### config.mk
export PLATFORM = sky130hd
export DESIGN_NAME = sram_port_arbiter
export DESIGN_NICKNAME = d
export VERILOG_FILES = /design/src/rtl/sram_port_arbiter.sv
export SDC_FILE = /design/constraint.sdc
export NUM_CORES = 1
export LEC_CHECK = 0
export CAP_MARGIN = 5
export CORE_AREA = 2 2 106 108
export CTS_CLUSTER_DIAMETER = 40
export DETAILED_ROUTE_END_ITERATION = 7
export DIE_AREA = 0 0 108 110
export PLACE_DENSITY_LB_ADDON = 0.12
export SETUP_SLACK_MARGIN = 0.4
export SYNTH_ARGS = -nofsm -noshare
export SYNTH_HDL_FRONTEND = slang
export SYNTH_SLANG_ARGS = --single-unit
### constraint.sdc
create_clock -name clk -period 3.2 [get_ports clk]
set_input_delay 0.48 -clock clk [delete_from_list [all_inputs] [get_ports clk]]
set_output_delay 0.48 -clock clk [all_outputs]
set_load 0.02 [all_outputs]
### src/rtl/sram_port_arbiter.sv
// Arbitrates one single-port synchronous SRAM between instruction fetch and data access.
// Grants are combinational, responses return one cycle later in grant order.
module sram_port_arbiter #(
  parameter int ADDR_W       = 32,
  parameter int STARVE_LIMIT = 4
) (
  input  logic              clk,
  input  logic              resetn,
  input  logic              inst_req,
  input  logic [ADDR_W-1:0] inst_addr,
  output logic              inst_addr_ok,
  output logic              inst_data_ok,
  output logic [31:0]       inst_rdata,
  input  logic              data_req,
  input  logic              data_wr,
  input  logic [3:0]        data_wstrb,
  input  logic [ADDR_W-1:0] data_addr,
  input  logic [31:0]       data_wdata,
  output logic              data_addr_ok,
  output logic              data_data_ok,
  output logic [31:0]       data_rdata,
  output logic              sram_en,
  output logic [3:0]        sram_we,
  output logic [ADDR_W-1:0] sram_addr,
  output logic [31:0]       sram_wdata,
  input  logic [31:0]       sram_rdata
);

  localparam int CNT_W = (STARVE_LIMIT < 1) ? 1 : $clog2(STARVE_LIMIT + 1);

  logic [CNT_W-1:0] r_starve_cnt;
  logic             r_resp_valid;
  logic             r_resp_data;
  logic             r_resp_wr;

  logic w_starved;
  logic w_data_win;
  logic w_inst_win;
  logic w_data_grant;
  logic w_inst_grant;

  // Data normally wins; a pending fetch that has lost STARVE_LIMIT times in a row takes the slot.
  assign w_starved  = (r_starve_cnt == CNT_W'(STARVE_LIMIT));
  assign w_data_win = data_req & ~(inst_req & w_starved);
  assign w_inst_win = inst_req & ~w_data_win;

  // Outputs are forced quiet while reset is asserted; the flops are held in reset anyway.
  assign w_data_grant = resetn & w_data_win;
  assign w_inst_grant = resetn & w_inst_win;

  assign data_addr_ok = w_data_grant;
  assign inst_addr_ok = w_inst_grant;

  assign sram_en    = w_data_grant | w_inst_grant;
  assign sram_we    = (w_data_grant & data_wr) ? data_wstrb : 4'b0000;
  assign sram_addr  = w_data_grant ? data_addr :
                      w_inst_grant ? inst_addr : '0;
  assign sram_wdata = w_data_grant ? data_wdata : 32'h0;

  assign inst_data_ok = r_resp_valid & ~r_resp_data;
  assign data_data_ok = r_resp_valid &  r_resp_data;
  assign inst_rdata   = inst_data_ok ? sram_rdata : 32'h0;
  assign data_rdata   = (data_data_ok & ~r_resp_wr) ? sram_rdata : 32'h0;

  always_ff @(posedge clk or negedge resetn) begin
    if (!resetn) begin
      r_resp_valid <= 1'b0;
      r_resp_data  <= 1'b0;
      r_resp_wr    <= 1'b0;
      r_starve_cnt <= '0;
    end else begin
      r_resp_valid <= w_data_win | w_inst_win;
      r_resp_data  <= w_data_win;
      r_resp_wr    <= w_data_win & data_wr;
      if (!inst_req || w_inst_win) begin
        r_starve_cnt <= '0;
      end else if (w_data_win && !w_starved) begin
        r_starve_cnt <= r_starve_cnt + CNT_W'(1);
      end
    end
  end

endmodule

==> results.sh <==
export IMPL_status="finished, final reports clean"
export IMPL_period_share=0.844
export IMPL_portBuffers=273
export IMPL_final_util=0.397
export IMPL_maxCapViolations=0
export IMPL_synth_area_mm2=0.00131
export IMPL_grtUsageMet2=0.254
export IMPL_layout_drive_gt1_share=0.0422
export IMPL_ys_seq_area_frac=0.115
export IMPL_start_util=0.122
export IMPL_critPathArrivalTime_ns=2.22
export IMPL_num_vias=2324
export IMPL_synth_compound_area_frac=0.221
export IMPL_ys_ff_latch=6
export IMPL_postSynthCellCount=179
export IMPL_die_width_um=108
export IMPL_drt_iter0_drc=119
export IMPL_yosysUniqueCellTypes=17
export IMPL_clockRootBuffer="clkbuf_8"
export IMPL_routed_via_density=3.94
export IMPL_hold_path_end="r_starve_cnt[0]"
export IMPL_multi_input_area_mm2=0.00106
export IMPL_r2r_end="r_resp_data"
export IMPL_period_needed_ns=2.70
export IMPL_required_ns=2.72
export IMPL_muxShareOfSynthArea=0.00767
export IMPL_clock_sinks=6
export IMPL_setup_ws_ns=0.499
export IMPL_synth_adder_area_share=0.0192
export IMPL_cts_path_max_buffers=2
export IMPL_mostFrequentLayoutCells="clkdlybuf4s50_1 (217), and2_1 (100), dlygate4sd2_1 (47)"
export IMPL_rsz0062_at_grt="true"
export IMPL_yosys_area_share_simple=0.554
export IMPL_tns_ns=0
export IMPL_yosys_top_cells_area="and2_1 (48%), a22o_1 (21%), dfrtp_1 (12%), buf_6 (3.5%), and3_1 (2.4%)"
export IMPL_gp_congestion=0.730
export IMPL_grt_pass1_vias=2226
export IMPL_insertion_delay_ns=0.22
export IMPL_holdPathStages=1
export IMPL_crit_fanout=15
export IMPL_drc_errors=0
export IMPL_busiest_layer="met2"
export IMPL_crit_type="input pin to output port"
export IMPL_grt_util_met3=0.0441
export IMPL_area_sequential_um2=150
export IMPL_hold_slack_ns=0.461
export IMPL_synth_top_family_by_area="simple AND/OR/NAND/NOR gates"
export IMPL_reg2reg_depth=4
export IMPL_leakage_nw=1.95
export IMPL_num_rows=38
export IMPL_synth_xor_area_frac=0
export IMPL_relSlewSlack=0.801
export IMPL_die_area_mm2=0.0119
export IMPL_cts_clk_slew_worst_paths_ns=0.04
export IMPL_hold_start="r_starve_cnt[0]"
export IMPL_setup_violations=0
export IMPL_skew_ns=0.000758
export IMPL_r2r_start="r_starve_cnt[0]"
export IMPL_report_final_slew_viol_count=0
export IMPL_worst_slew_pin_slew_ns=0.298
export IMPL_grt_overflow=0
export IMPL_htree_levels=1
export IMPL_startpoint="inst_req"
export IMPL_peakVddDrop_mv=0.0843
export IMPL_design_core_area_mm2=0.0107
export IMPL_synth_area_leader_cell="and2_1"
export IMPL_endpoint_kind="output port"
export IMPL_synth_area_per_cell_um2=7.29
export IMPL_hold_viol=0
export IMPL_nets=591
export IMPL_dp_hpwl_mm=7.16
export IMPL_grt_pass1_wl_mm=11.5
export IMPL_r2r_setup_slack_ns=1.99
export IMPL_grt_max_degree=34
export IMPL_area_growth_pct=226
export IMPL_hold_path_class="flop to flop"
export IMPL_drtAntennaViolNets=0
export IMPL_finalWirelength_mm=8.31
export IMPL_die_h_um=110
export IMPL_antenna_found_initial=0
export IMPL_nFillCells=1098
export IMPL_io_pins=274
export IMPL_synth_top_area_share=0.479
export IMPL_pre_cts_ws_ns=0.160
export IMPL_track_usage=0.123
export IMPL_numCtsBuffers=3
export IMPL_cts_tree="done"
export IMPL_p_total_mw=0.750
export IMPL_wl_per_cell_um=14.1
export IMPL_first_pass_iters=4
export IMPL_yosys_warnings=0
export IMPL_grt_util_met1=0.117
export IMPL_layout_commonest_cell="clkdlybuf4s50_1"
export IMPL_fmaxAchievable_mhz=370
export IMPL_p_per_area_mw_per_mm2=177
export IMPL_antenna_cells=0
export IMPL_crit_path_start_kind="input pin"
export IMPL_syn_nets=318
kinds of logic (layout without fill, tap and decap cells):
| group | count (synthesis) | count (layout) |
|---|---|---|
| DFF | 6 | 6 |
| buffers and inverters | 19 | 289 |
| AOI/OAI and AO/OA | 33 | 33 |
| and+or+nand+nor | 118 | 119 |
| adders and majority gates | 2 | 2 |
| muxes | 1 | 1 |
flip-flops by register name, indices dropped and copies added (netlist names):
register and flops:
r_resp_wr 1, r_starve_cnt 3, r_resp_valid 1, r_resp_data 1
metrics by stage:
stage                     instance area [um^2]  std cells
after floorplan                           1310        179
after global placement                    4210        583
after detailed placement                  4210        583
after CTS                                 4230        590
after global routing                      4250        590
final                                     4250        590
critical path, cell delays in order:
cell,delay (ns)
clkdlybuf4s50_1,0.48
nand3_1,0.20
and3_4,0.30
and2_1,0.16
clkdlybuf4s50_1,0.60
per-layer routing:
layer / up-vias / part of all wire
li1: 1149 / -
met1: 1026 / 0.32
met2: 147 / 0.55
met3: 2 / 0.12
met4: 0 / 0.0032
met5: - / 0
cell usage after synthesis:
master    number
and3_4         1
or2_2          1
buf_6          4
mux2i_1        1
inv_1          3
nand2_1        3
nor2b_1        2
a22o_1        32
nand3_1        2
and3_1         5
clkbuf_1       7
nor2_1         4
buf_2          5
and2_1       100
a21oi_2        1
dfrtp_1        6
ha_1           2
report_power, final:
group / switching, mW / internal, mW
clock: 0.0310 / 0.0807
sequential: 0.00142 / 0.0794
combinational: 0.230 / 0.327
total: 0.263 / 0.487
what timing repair did:
| item | 4_1_cts | 5_1_grt |
|---|---|---|
| pin swaps | 1 | 0 |
| endpoints found under the hold margin | 0 | 0 |
| endpoints found under the setup margin | 62 | 15 |
| buffers inserted | 3 | 0 |
| hold buffers | 0 | 0 |
| gates cloned | 1 | 0 |
| gates resized for setup | 47 | 8 |
how the worst max path moves through the flow:
stage / cells past startpoint / end / slack (ns)
CTS: 6 / sram_addr[25] / 0.28
detailed placement: 6 / sram_addr[25] / 0.16
floorplan: 6 / sram_wdata[22] / 1.21
finish: 5 / sram_wdata[24] / 0.50
global route: 5 / sram_wdata[30] / 0.39
global placement: 6 / sram_addr[25] / 0.22
layout make-up:
class	count	area share
well taps	140	0.0412
clock buffers	3	0.00972
repair buffers	283	0.662
inverters	3	0.00265
flip-flops and latches	6	0.0353
multi-input cells	155	0.249
No activity file was read; power rests on OpenSTA's default activity.
